==> config.mk <==
export PLATFORM = sky130hd
export DESIGN_NAME = icache_miss_ctrl_flat
export DESIGN_NICKNAME = d
export VERILOG_FILES = /design/src/rtl/icache_miss_ctrl_if.sv /design/src/rtl/icache_miss_ctrl.sv /design/src/flat_wrapper.sv
export SDC_FILE = /design/constraint.sdc
export NUM_CORES = 1
export LEC_CHECK = 0
export ABC_AREA = 1
export CORE_ASPECT_RATIO = 0.8
export CORE_UTILIZATION = 45
export DETAILED_ROUTE_END_ITERATION = 12
export PLACE_DENSITY_LB_ADDON = 0.3
export SLEW_MARGIN = 10
export SYNTH_ARGS = -nofsm -noshare
export SYNTH_HDL_FRONTEND = slang
export SYNTH_SLANG_ARGS = --single-unit
export TNS_END_PERCENT = 10
==> constraint.sdc <==
create_clock -name clock -period 11.9 [get_ports clock]
set_input_delay 2.38 -clock clock [delete_from_list [all_inputs] [get_ports clock]]
set_output_delay 2.38 -clock clock [all_outputs]
set_load 0.005 [all_outputs]
==> src/rtl/icache_miss_ctrl_if.sv <==
`default_nettype none
// ============================================================================
//  Module   : icache_miss_ctrl_if
//  Purpose  : Bundles the Icache miss handshake, the I-side memory request
//             port, the shared memory return bus and the Icache line-write
//             port used by icache_miss_ctrl.
//  Modports : master - the miss controller (drives requests and writes)
//             slave  - the surrounding Icache / memory environment
//  Signals  : miss_valid/miss_addr/miss_done  demand miss handshake
//             mshr_full                       all MSHR entries busy
//             Icache2Imem_command/addr        load request (BUS_NONE/BUS_LOAD)
//             Imem2Icache_response            0 = refused, else assigned tag
//             Imem2Icache_tag/data            broadcast return bus
//             wr_en/wr_addr/wr_data           Icache data-array line write
//  Revision : 1.0 - initial release
// ============================================================================
interface icache_miss_ctrl_if;
   logic        miss_valid;
   logic [31:0] miss_addr;
   logic        miss_done;
   logic        mshr_full;
   logic [1:0]  Icache2Imem_command;
   logic [31:0] Icache2Imem_addr;
   logic [3:0]  Imem2Icache_response;
   logic [63:0] Imem2Icache_data;
   logic [3:0]  Imem2Icache_tag;
   logic        wr_en;
   logic [31:0] wr_addr;
   logic [63:0] wr_data;

   modport master (
      input  miss_valid, miss_addr, Imem2Icache_response, Imem2Icache_data, Imem2Icache_tag,
      output miss_done, mshr_full, Icache2Imem_command, Icache2Imem_addr, wr_en, wr_addr, wr_data
   );

   modport slave (
      output miss_valid, miss_addr, Imem2Icache_response, Imem2Icache_data, Imem2Icache_tag,
      input  miss_done, mshr_full, Icache2Imem_command, Icache2Imem_addr, wr_en, wr_addr, wr_data
   );
endinterface
`default_nettype wire

==> src/rtl/icache_miss_ctrl.sv <==
`default_nettype none
// ============================================================================
//  Module   : icache_miss_ctrl
//  Purpose  : Icache miss handler. Requests the demand line plus
//             PREFETCH_DEPTH sequential lines, tracks outstanding tags in an
//             N_MSHR-entry table, and writes returning lines into the Icache.
//  Ports    : clock - system clock
//             reset - asynchronous active-high reset
//             bus   - icache_miss_ctrl_if.master (miss handshake, memory
//                     request/return, Icache line write)
//  Revision : 1.0 - initial release
// ============================================================================
module icache_miss_ctrl #(
   parameter int N_MSHR         = 4,
   parameter int PREFETCH_DEPTH = 2
) (
   input logic                 clock,
   input logic                 reset,
   icache_miss_ctrl_if.master  bus
);
   localparam int CNT_W = $clog2(PREFETCH_DEPTH + 2);
   localparam int IDX_W = (N_MSHR > 1) ? $clog2(N_MSHR) : 1;

   localparam logic [1:0]       C_BUS_NONE = 2'd0;
   localparam logic [1:0]       C_BUS_LOAD = 2'd1;
   localparam logic [CNT_W-1:0] C_LAST_CNT = CNT_W'(PREFETCH_DEPTH);

   typedef enum logic [1:0] {
      S_IDLE  = 2'd0,
      S_ISSUE = 2'd1,
      S_WAIT  = 2'd2
   } state_t;

   state_t            r_state;
   logic [31:0]       r_base;
   logic [CNT_W-1:0]  r_issue_cnt;
   logic              r_demand_done;
   logic [N_MSHR-1:0] r_valid;
   logic [3:0]        r_tag  [N_MSHR];
   logic [31:0]       r_addr [N_MSHR];
   logic              r_miss_done;
   logic              r_mshr_full;
   logic              r_wr_en;
   logic [31:0]       r_wr_addr;
   logic [63:0]       r_wr_data;

   logic [31:0]       w_cand;
   logic              w_cnt_done;
   logic              w_dup;
   logic              w_free_any;
   logic [IDX_W-1:0]  w_free_idx;
   logic [N_MSHR-1:0] w_match;
   logic              w_hit;
   logic [31:0]       w_hit_addr;
   logic              w_issuing;
   logic              w_alloc;
   logic [N_MSHR-1:0] w_valid_next;

   // Duplicate and free-entry decisions use start-of-cycle valid bits, so an
   // entry retiring this cycle still blocks its address and cannot be reused.
   always_comb begin
      w_cand     = r_base + (32'(r_issue_cnt) << 3);
      w_cnt_done = (r_issue_cnt > C_LAST_CNT);
      w_dup      = 1'b0;
      w_free_any = 1'b0;
      w_free_idx = '0;
      w_match    = '0;
      w_hit_addr = '0;
      // Descending scan so the lowest free index wins.
      for (int i = N_MSHR - 1; i >= 0; i--) begin
         if (r_valid[i] && (r_addr[i] == w_cand)) begin
            w_dup = 1'b1;
         end
         if (!r_valid[i]) begin
            w_free_any = 1'b1;
            w_free_idx = IDX_W'(i);
         end
         if (r_valid[i] && (bus.Imem2Icache_tag != 4'd0) && (r_tag[i] == bus.Imem2Icache_tag)) begin
            w_match[i] = 1'b1;
            w_hit_addr = w_hit_addr | r_addr[i];
         end
      end
      w_hit        = |w_match;
      w_issuing    = (r_state == S_ISSUE) && !w_cnt_done && !w_dup && w_free_any;
      w_alloc      = w_issuing && (bus.Imem2Icache_response != 4'd0);
      w_valid_next = r_valid & ~w_match;
      if (w_alloc) begin
         w_valid_next[w_free_idx] = 1'b1;
      end
   end

   // Request is combinational so a refused request is simply re-driven.
   assign bus.Icache2Imem_command = w_issuing ? C_BUS_LOAD : C_BUS_NONE;
   assign bus.Icache2Imem_addr    = w_issuing ? w_cand : 32'd0;
   assign bus.miss_done           = r_miss_done;
   assign bus.mshr_full           = r_mshr_full;
   assign bus.wr_en               = r_wr_en;
   assign bus.wr_addr             = r_wr_addr;
   assign bus.wr_data             = r_wr_data;

   always_ff @(posedge clock or posedge reset) begin
      if (reset) begin
         r_state       <= S_IDLE;
         r_base        <= '0;
         r_issue_cnt   <= '0;
         r_demand_done <= 1'b0;
         r_valid       <= '0;
         r_miss_done   <= 1'b0;
         r_mshr_full   <= 1'b0;
         r_wr_en       <= 1'b0;
         r_wr_addr     <= '0;
         r_wr_data     <= '0;
         for (int i = 0; i < N_MSHR; i++) begin
            r_tag[i]  <= '0;
            r_addr[i] <= '0;
         end
      end else begin
         r_valid     <= w_valid_next;
         r_mshr_full <= &w_valid_next;
         if (w_alloc) begin
            r_tag[w_free_idx]  <= bus.Imem2Icache_response;
            r_addr[w_free_idx] <= w_cand;
         end

         r_wr_en     <= w_hit;
         r_miss_done <= 1'b0;
         if (w_hit) begin
            r_wr_addr <= w_hit_addr;
            r_wr_data <= bus.Imem2Icache_data;
         end
         // Also catches a demand line that was already in flight as a prefetch.
         if (w_hit && (w_hit_addr == r_base) && (r_state != S_IDLE) && !r_demand_done) begin
            r_miss_done   <= 1'b1;
            r_demand_done <= 1'b1;
         end

         case (r_state)
            S_IDLE: begin
               if (bus.miss_valid) begin
                  r_base        <= bus.miss_addr & ~32'h7;
                  r_issue_cnt   <= '0;
                  r_demand_done <= 1'b0;
                  r_state       <= S_ISSUE;
               end
            end
            S_ISSUE: begin
               if (w_cnt_done) begin
                  r_state <= r_demand_done ? S_IDLE : S_WAIT;
               end else if (w_dup || w_alloc) begin
                  r_issue_cnt <= r_issue_cnt + CNT_W'(1);
               end
            end
            S_WAIT: begin
               if (r_demand_done) begin
                  r_state <= S_IDLE;
               end
            end
            default: r_state <= S_IDLE;
         endcase
      end
   end

`ifndef SYNTHESIS
   // A returning tag may own at most one entry.
   always_ff @(posedge clock) begin
      if (!reset) begin
         assert ($onehot0(w_match));
      end
   end
`endif

endmodule
`default_nettype wire

==> src/flat_wrapper.sv <==
// flat-port wrapper written by rule: the top's interface ports become plain ports
module icache_miss_ctrl_flat 
#(
   parameter int N_MSHR         = 4,
   parameter int PREFETCH_DEPTH = 2
)
  (clock, reset, bus_miss_valid, bus_miss_addr, bus_Imem2Icache_response, bus_Imem2Icache_data, bus_Imem2Icache_tag, bus_miss_done, bus_mshr_full, bus_Icache2Imem_command, bus_Icache2Imem_addr, bus_wr_en, bus_wr_addr, bus_wr_data);
  icache_miss_ctrl_if bus_i ();
  input logic clock;
  input logic reset;
  input wire logic [$bits(bus_i.miss_valid)-1:0] bus_miss_valid;
  input wire logic [$bits(bus_i.miss_addr)-1:0] bus_miss_addr;
  input wire logic [$bits(bus_i.Imem2Icache_response)-1:0] bus_Imem2Icache_response;
  input wire logic [$bits(bus_i.Imem2Icache_data)-1:0] bus_Imem2Icache_data;
  input wire logic [$bits(bus_i.Imem2Icache_tag)-1:0] bus_Imem2Icache_tag;
  output wire logic [$bits(bus_i.miss_done)-1:0] bus_miss_done;
  output wire logic [$bits(bus_i.mshr_full)-1:0] bus_mshr_full;
  output wire logic [$bits(bus_i.Icache2Imem_command)-1:0] bus_Icache2Imem_command;
  output wire logic [$bits(bus_i.Icache2Imem_addr)-1:0] bus_Icache2Imem_addr;
  output wire logic [$bits(bus_i.wr_en)-1:0] bus_wr_en;
  output wire logic [$bits(bus_i.wr_addr)-1:0] bus_wr_addr;
  output wire logic [$bits(bus_i.wr_data)-1:0] bus_wr_data;
  assign bus_i.miss_valid = bus_miss_valid;
  assign bus_i.miss_addr = bus_miss_addr;
  assign bus_i.Imem2Icache_response = bus_Imem2Icache_response;
  assign bus_i.Imem2Icache_data = bus_Imem2Icache_data;
  assign bus_i.Imem2Icache_tag = bus_Imem2Icache_tag;
  assign bus_miss_done = bus_i.miss_done;
  assign bus_mshr_full = bus_i.mshr_full;
  assign bus_Icache2Imem_command = bus_i.Icache2Imem_command;
  assign bus_Icache2Imem_addr = bus_i.Icache2Imem_addr;
  assign bus_wr_en = bus_i.wr_en;
  assign bus_wr_addr = bus_i.wr_addr;
  assign bus_wr_data = bus_i.wr_data;
  icache_miss_ctrl #(.N_MSHR(N_MSHR), .PREFETCH_DEPTH(PREFETCH_DEPTH)) u_core (.clock(clock), .reset(reset), .bus(bus_i));
endmodule
Word-level counts from Yosys, hierarchy flattened
Cells that the tools add are included.
{ "totals": {"reg_bits": 281, "wordCells": 127} }
{ "classes": {"n_mux": 44, "order_cmp": 5, "eq_ne": 16, "n_bitwise": 7, "reduce_logical": 35, "add_sub_neg": 2} }
{ "ops": {"columns": ["operator", "count"], "rows": [
  ["2-to-1 mux 32 bit", 6],
  ["== test 32 bit", 5],
  ["bitwise mux 128 bit", 1],
  ["bitwise OR 32 bit", 3],
  ["demux 32 bit (select 2 bit)", 1],
  ["adder 32 x 5 -> 32 bit", 1],
  ["2-to-1 mux 2 bit", 11],
  ["logical AND 1 bit", 21],
  ["2-to-1 mux 1 bit", 18],
  ["bitwise mux 16 bit", 1],
  ["== test 4 bit", 4],
  ["demux 4 bit (select 2 bit)", 1],
  ["2-to-1 mux 4 bit", 2],
  ["AND reduction 4 bit", 2],
  ["nonzero test 4 bit", 2],
  ["!= test 2 bit (second input constant)", 3],
  ["one-hot mux 2 bit (3 select lines)", 1],
  ["bitwise AND 4 bit", 1],
  ["!= test 2 x 1 -> 1 bit (second input constant)", 2],
  ["NOT 4 bit", 1],
  ["bitwise OR 4 bit", 1],
  ["one-hot mux 2 bit (2 select lines)", 1],
  ["nonzero test 2 bit", 2],
  ["OR reduction 4 bit", 1],
  ["15 further kinds", 17]
]} }

Longest topological paths before layout
Gate-level depths: netlist (run 1).
{ "depth": {"depth_word": 17, "ltp_mapped": 24} }

Least setup slack after synthesis (run 1)
Ideal clock, no wire load.
{ "synth_timing": {"kind": "flip-flop to output port", "startpoint": "register u_core.r_issue_cnt[0]", "endpoint": "output bus_Icache2Imem_command[0]", "path_stages_with_launch": 19, "required_time_ps": 9520, "arrival_time_ps": 2775, "setup_slack_ps": 6745, "n_path_buf": 2, "cell_sequence": "dfrtp_1 -> ha_1 -> fa_1 -> nand2_1 -> nor2_4 -> nand3_1 -> nand2_1 -> nand2_1 -> nand2_1 -> nand2_1 -> nand3_1 -> nor2_1 -> nand2_1 -> nor2_1 -> nand3_1 -> nand2_2 -> buf_1 -> nor3_1 -> buf_4"} }
{ "synth_via": {"elab_chain_cells": 11, "elab_cells_between_ends": 20, "cone_classes": "1 x add/sub; 1 x order compare; 4 x eq/ne; 5 x mux; 9 x reduce/logical"} }
{ "synth_lines": {"columns": ["element", "line_no", "source"], "rows": [
  ["from (decl)", "icache_miss_ctrl.sv:36", "logic [CNT_W-1:0] r_issue_cnt;"],
  ["from (signal assigned)", "icache_miss_ctrl.sv:150", "r_issue_cnt <= r_issue_cnt + CNT_W'(1);"],
  ["adder 32 x 5 -> 32 bit", "icache_miss_ctrl.sv:62", "w_cand = r_base + (32'(r_issue_cnt) << 3);"],
  ["== test 32 bit", "icache_miss_ctrl.sv:71", "if (r_valid[i] && (r_addr[i] == w_cand)) begin"],
  ["logical AND 1 bit", "icache_miss_ctrl.sv:71", null],
  ["2-to-1 mux 1 bit (4 in a row)", "icache_miss_ctrl.sv:71", null],
  ["zero test 1 bit", "icache_miss_ctrl.sv:84", "w_issuing = (r_state == S_ISSUE) && !w_cnt_done && !w_dup && w_free_any;"],
  ["logical AND 1 bit (*) (2 in a row)", "icache_miss_ctrl.sv:84", null],
  ["named net u_core.w_issuing", "icache_miss_ctrl.sv:55", "logic w_issuing;"],
  ["2-to-1 mux 1 bit (*)", "icache_miss_ctrl.sv:93", "assign bus.Icache2Imem_command = w_issuing ? C_BUS_LOAD : C_BUS_NONE;"],
  ["to (decl)", "flat_wrapper.sv:18", "output wire logic [$bits(bus_i.Icache2Imem_command)-1:0] bus_Icache2Imem_command;"]
]} }
The timed path passes the listed nets; every way through them passes the cells marked *.

Worst setup path after layout (run 1)
{ "layout_timing": {"startpoint": "register u_core.r_base[3]", "endpoint": "output bus_Icache2Imem_addr[20]"} }
{ "layout_via": {"elab_chain_cells": 11, "elab_cells_between_ends": 17, "cone_classes": "1 x add/sub; 4 x eq/ne; 5 x mux; 7 x reduce/logical"} }
{ "layout_lines": {"columns": ["element", "line_no", "source"], "rows": [
  ["from (decl)", "icache_miss_ctrl.sv:35", "logic [31:0] r_base;"],
  ["from (signal assigned)", "icache_miss_ctrl.sv:140", "r_base <= bus.miss_addr & ~32'h7;"],
  ["adder 32 x 5 -> 32 bit (*)", "icache_miss_ctrl.sv:62", null],
  ["== test 32 bit", "icache_miss_ctrl.sv:71", null],
  ["logical AND 1 bit", "icache_miss_ctrl.sv:71", null],
  ["2-to-1 mux 1 bit (4 in a row)", "icache_miss_ctrl.sv:71", null],
  ["zero test 1 bit", "icache_miss_ctrl.sv:84", null],
  ["logical AND 1 bit (2 in a row)", "icache_miss_ctrl.sv:84", null],
  ["2-to-1 mux 32 bit (*)", "icache_miss_ctrl.sv:94", "assign bus.Icache2Imem_addr = w_issuing ? w_cand : 32'd0;"],
  ["to (decl)", "flat_wrapper.sv:19", "output wire logic [$bits(bus_i.Icache2Imem_addr)-1:0] bus_Icache2Imem_addr;"]
]} }
Mark *: on every way between the ends. The rest lies on a longest branch, timed or not.

==> flow_summary.toml, run 1 <==
[routing]
drcViolationCount = 0
drt_wl_total_um = 51290
firstDrtPassIters = 6
detail_route.vias_per_cell = 5.349
vias = 14680
drtAntennaViolNets = 0
wl_met2_um = 22430
met3RoutedLength_um = 4767
top_layer = "met5"
wl_per_cell_um = 18.68
wl_met1_um = 22520
drt_iter0_drc = 1792

[clock_network]
clk_path_buf_depth = 3
root_buffer = "clkbuf_16"
numCtsBuffers = 30
clk_pin_slew_ns = 0.06
htree_levels = 1
clock_sinks = 266
post_cts_buffers = 0
cts_tree = "built"
clk_latency_ns = 0.58
cts-hold-fix-buffers = 0
cts_resized = 0

[power_and_ir_drop]
power_leakage_nw = 9.248
p_per_area_mw_per_mm2 = 310.2
ir_drop_v = 0.0001709

[floorplanning]
io-pin-count = 240
core_area_mm2 = 0.03179
rows = 58
die_height_um = 163.8
die_w_um = 204.3
start_util = 0.4635
die_area_mm2 = 0.03347

[placed_design]
placed_cells = 2688
dp_hpwl_um = 36260
portBuffers = 229
gp_congestion = 0.9989

[timing]
fmaxAchievable_mhz = 130.1
fin_setup_tns_ns = 0
setup_viol_count_final = 0
rsz0062_at_grt = "false"
period_share = 0.6457
slew_viol_final = 0
skew_ns = 0.01589
hold_violations = 0
period_needed_ns = 7.684
worstMarginPinSlew_ns = 1.015
relSlewSlack = 0.3231

[yosys]
avgSynthCellArea_um2 = 7.018
ys_types = 42
yosysWarnings = 0
yosys-top-cells-count = "nand2_1, dfrtp_1, nor2_1, inv_1, nand3_1"
yosysTopAreaCellShare = 0.4518
synth_area_leaders = "dfrtp_1, nand2_1, nor2_1"
ys_seq_area_frac = 0.4518
synth_area_mm2 = 0.01473
async_flop_share = 1.000
synth_edf_count = 0
synth_most_common_cell = "nand2_1"
syn_inst = 2099
synth_largest_area_cell = "dfrtp_1"
synth-seq-cells = 266
synth_flop_cell = "dfrtp_1"

[hold_path]
hold_end = "u_core.bus.wr_data[16]"
min_path_type = "flip-flop to flip-flop"
hp-start = "u_core.bus.wr_data[16]"
whs_path_depth = 2

[grt]
grt_max_degree = 134
antenna_found_initial = 2
grt_pass1_wl_um = 78080
grtUsageTotal = 0.3052
grt_pass1_vias = 13530
grt.overflow.total = 0

[final_layout]
nNetsFinal = 2411
final_cells = 2745
drive_above_1_share = 0.05164
area_growth_pct = 24.24

[worst_setup_path]
regToRegSetupSlack_ns = 6.39
cp-startpoint = "u_core.r_base[3]"
crit_path_end_kind = "primary output"
critical_path_class = "flip-flop to primary output"
rr_endpoint = "u_core.r_addr[119]"
critPathMaxFanout = 31
reg2regPathDepth = 17
required_ns = 9.52
r2r-start = "u_core.r_base[3]"
worstPathArrival_ns = 5.30
startpoint_type = "flip-flop"

[run_status]
status = "finished clean"

[flow_run]
max-cap-violations = 0
==> kinds of logic (layout without fill, tap and decap cells) <==
| kind of cell | Yosys count | after routing | share of synthesized area |
|---|---|---|---|
| other cells | 1 | 8 | 0.0002546 |
| simple gates | 1298 | 1298 | 0.3629 |
| buf+inv | 254 | 473 | 0.07695 |
| fa+ha+maj | 4 | 4 | 0.003907 |
| flops | 266 | 266 | 0.4518 |
| mux | 2 | 2 | 0.001529 |
| compound gates | 257 | 257 | 0.09249 |
| xor+xnor | 17 | 17 | 0.01011 |
==> placed cells by master, fill, tap and decap left out, types with 5 or more instances in the layout <==
| master | netlist | layout |
|---|---|---|
| clkdlybuf4s50_1 | 0 | 229 |
| nor2_1 | 183 | 183 |
| buf_4 | 13 | 16 |
| o21ai_0 | 73 | 73 |
| dfrtp_1 | 266 | 266 |
| nand2_2 | 16 | 17 |
| nand3_1 | 130 | 130 |
| nand4_1 | 7 | 7 |
| nor2_2 | 7 | 7 |
| conb_1 | 1 | 7 |
| inv_1 | 166 | 164 |
| clkbuf_16 | 0 | 31 |
| nand3b_1 | 11 | 11 |
| nor3_1 | 8 | 8 |
| o22ai_1 | 26 | 26 |
| xor2_1 | 13 | 13 |
| a21oi_1 | 30 | 30 |
| o21ai_1 | 115 | 114 |
| nand2_1 | 890 | 889 |
| clkinv_2 | 0 | 8 |
| bufinv_16 | 0 | 5 |
| nor4_1 | 31 | 31 |
==> layer usage <==
layer | vias up | GRT usage
met2 | 661 | 0.4578
met1 | 6845 | 0.4434
li1 | 7066 | -
met4 | 2 | 0.09396
met5 | - | 0
met3 | 108 | 0.05933
==> critical path: stages (launching register included) <==
cell,delay [ns]
dfrtp_1,0.44
ha_1,0.23
fa_1,0.28
nand3_1,0.32
nor2_1,0.59
nand4_1,0.27
nand2_2,0.26
xor2_1,0.17
nor2_1,0.09
nand2_1,0.13
nor2_1,0.08
nand3_1,0.10
nand2_2,0.54
nor4_1,0.63
clkdlybuf4s50_1,0.60
==> state kept, by name, summed over array words and instances, names as in the netlist <==
signal / cells
u_core.r_issue_cnt: 2
u_core.r_tag: 16
u_core.bus.wr_en: 1
u_core.bus.wr_addr: 29
u_core.r_base: 29
u_core.bus.wr_data: 64
u_core.bus.miss_done: 1
u_core.r_state: 2
u_core.r_valid: 4
u_core.bus.mshr_full: 1
u_core.r_addr: 116
u_core.r_demand_done: 1
==> layout make-up <==
cell class / count / area (um2)
Multi-Input combinational cell: 1585 / 6979
Sequential cell: 266 / 6656
Clock buffer: 38 / 842.1
Inverter: 172 / 653.1
Fill cell: 2998 / 13480
Clock inverter: 18 / 231.5
Antenna cell: 1 / 2.502
Timing Repair Buffer: 245 / 2412
Tap cell: 420 / 525.5
==> worst max path at each step <==
stage | to | slack (ns) | depth (start not counted)
4_1_cts | bus_Icache2Imem_addr[20] | 4.26 | 14
3_5_place_dp | bus_Icache2Imem_addr[20] | 4.90 | 14
2_1_floorplan | u_core.bus.miss_done | 2.19 | 1
5_1_grt | bus_Icache2Imem_addr[20] | 3.90 | 14
6_report | bus_Icache2Imem_addr[20] | 4.22 | 14
3_3_place_gp | bus_Icache2Imem_addr[20] | 4.84 | 14
==> power breakdown <==
| group | total, W | switching, W | internal [W] | leakage, nW |
|---|---|---|---|---|
| Sequential | 0.00173 | 0.000383 | 0.00135 | 3.25 |
| Clock | 0.00101 | 0.000404 | 0.000609 | 0.523 |
| Combinational | 0.00293 | 0.00181 | 0.00112 | 5.48 |
| Total | 0.00568 | 0.00259 | 0.00308 | 9.25 |
==> through the flow <==
stage | total power, W | cell area, um2 | utilization | setup WS, ns | hold slack, ns
after floorplan | 0.003451 | 14750 | - | 2.195 | 0.4220
after global placement | 0.004537 | 17230 | 0.5420 | 4.842 | 0.4532
after detailed placement | 0.004622 | 17230 | 0.5420 | 4.904 | 0.4570
after CTS | 0.005649 | 18300 | 0.5757 | 4.261 | 0.4724
after global routing | 0.006095 | 18300 | 0.5757 | 3.901 | 0.4858
final | 0.005678 | 18300 | 0.5758 | 4.217 | 0.4675
Power figures use the tool's default switching activity.
==> run 2: changes to the inputs <==
Clock period 11.9 ns to 6.8 ns, I/O delays scaled along.
==> flow_summary.toml, run 2 (same netlist as run 1, synthesis figures left out) <==
[routing]
drtAntennaViolNets = 0
firstDrtPassIters = 6
vias = 14740
drcViolationCount = 0
drt_iter0_drc = 1637
drt_wl_total_um = 51460
wl_per_cell_um = 18.70
detail_route.vias_per_cell = 5.358

[hold_path]
hold_end = "u_core.bus.wr_data[38]"
whs_path_depth = 2
hp-start = "u_core.bus.wr_data[38]"
min_path_type = "flip-flop to flip-flop"

[floorplanning]
start_util = 0.4635
die_w_um = 204.3
die_height_um = 163.8
core_area_mm2 = 0.03179
die_area_mm2 = 0.03347
rows = 58
io-pin-count = 240

[worst_setup_path]
rr_endpoint = "u_core.bus.mshr_full"
critical_path_class = "flip-flop to primary output"
worstPathArrival_ns = 5.10
reg2regPathDepth = 20
required_ns = 5.44
r2r-start = "u_core.r_base[3]"
critPathMaxFanout = 18
crit_path_end_kind = "primary output"
regToRegSetupSlack_ns = 1.54
startpoint_type = "flip-flop"

[power_and_ir_drop]
sw_frac_of_total = 0.4589
power_leakage_nw = 9.286
combinationalPowerShare = 0.520
switchingPower_w = 0.004552
p_clk_frac = 0.173
internal_power_w = 0.005368
ir_drop_v = 0.0002620
power_frac_seq = 0.306
total_power_w = 0.009921
p_per_area_mw_per_mm2 = 540.9

[clock_network]
cts_tree = "built"
root_buffer = "clkbuf_16"
clk_pin_slew_ns = 0.06
numCtsBuffers = 29
clk_path_buf_depth = 3
clk_latency_ns = 0.58
clock_sinks = 266
cts-hold-fix-buffers = 0
post_cts_buffers = 0
cts_resized = 0
htree_levels = 1

[timing]
relSlewSlack = 0.3773
setup_viol_count_final = 0
hold_violations = 0
slew_viol_final = 0
fin_ws_ns = 0.3382
fin_setup_tns_ns = 0
period_needed_ns = 6.462
skew_ns = 0.01545
period_share = 0.9503
fmaxAchievable_mhz = 154.8
rsz0062_at_grt = "false"
worstMarginPinSlew_ns = 0.9340

[grt]
antenna_found_initial = 0
grt_max_degree = 165
grt_pass1_vias = 13810
grt.overflow.total = 0
grtUsageTotal = 0.3097
grt_pass1_wl_um = 78790

[final_layout]
nNetsFinal = 2420
final_cells = 2752
largest-register = "u_core.r_addr"
layout_common_cells = "nand2_1, dfrtp_1, clkdlybuf4s50_1, nor2_1, inv_1"
antennaDiodeCount = 0
final_common_cell = "nand2_1"
largest_reg_flops = 116
fillers = 3016
drive_above_1_share = 0.05532
stdcell_area_mm2 = 0.01834
area_growth_pct = 24.51

[placed_design]
gp_congestion = 1.002
portBuffers = 229
dp_hpwl_um = 37070
placed_cells = 2698
pre_cts_ws_ns = 1.205
place_area_mm2 = 0.01731

[run_status]
status = "finished clean"

[flow_run]
max-cap-violations = 0
==> run 2: final cells by class <==
type / instances / area, um2 / share of cell area
inverters: 172 / 649.4 / 0.03540
clock buffers: 39 / 843.3 / 0.04598
multi-input cells: 1585 / 6979 / 0.3805
well taps: 420 / 525.5 / 0.02865
flip-flops and latches: 266 / 6656 / 0.3629
repair buffers: 255 / 2500 / 0.1363
clock inverters: 15 / 188.9 / 0.01030
==> run 2: worst max-delay path, cell delays in order (launching register included) <==
cell	delay, ns
dfrtp_1	0.42
ha_1	0.21
fa_1	0.28
nand3_1	0.31
nor2_1	0.63
nand4_1	0.28
nand2_2	0.27
xor2_1	0.09
nor2_1	0.18
nand2_1	0.15
nor2_1	0.17
nand3_1	0.11
nand2_2	0.36
buf_4	0.42
nor4_1	0.08
clkdlybuf4s50_1	0.54
==> run 2: worst max path at each step <==
| stage | startpoint | endpoint | cells after the start |
|---|---|---|---|
| floorplan | reset | u_core.bus.miss_done | 1 |
| global placement | u_core.r_base[3] | bus_Icache2Imem_addr[15] | 15 |
| detailed placement | u_core.r_base[3] | bus_Icache2Imem_addr[13] | 15 |
| CTS | u_core.r_base[3] | bus_Icache2Imem_addr[13] | 15 |
| global route | u_core.r_base[3] | bus_Icache2Imem_addr[13] | 15 |
| finish | u_core.r_base[3] | bus_Icache2Imem_addr[15] | 15 |
==> run 2: power groups by stage <==
stage / logic, W / clock network (W) / registers, W
6_report: 0.00516 / 0.00172 / 0.00304
5_1_grt: 0.00575 / 0.00179 / 0.00313
4_1_cts: 0.00511 / 0.00174 / 0.00301
3_5_place_dp: 0.00509 / 0 / 0.00302
3_3_place_gp: 0.00497 / 0 / 0.00299
2_1_floorplan: 0.00317 / 0 / 0.00287
==> run 2: layer usage <==
metal  vias to the layer above  global-route usage  share of wire
met5                         -                   0              0
met4                         0              0.1069          0.034
met3                       108             0.07083          0.090
met2                       637              0.4664           0.44
met1                      6912              0.4372           0.44
li1                       7087                   -              -
==> run 2: stage by stage <==
step | util | hold slack [ns]
final | 0.5771 | 0.4673
after global routing | 0.5771 | 0.4884
after CTS | 0.5771 | 0.4730
after detailed placement | 0.5446 | 0.4583
after global placement | 0.5446 | 0.4538
after floorplan | - | 0.4220
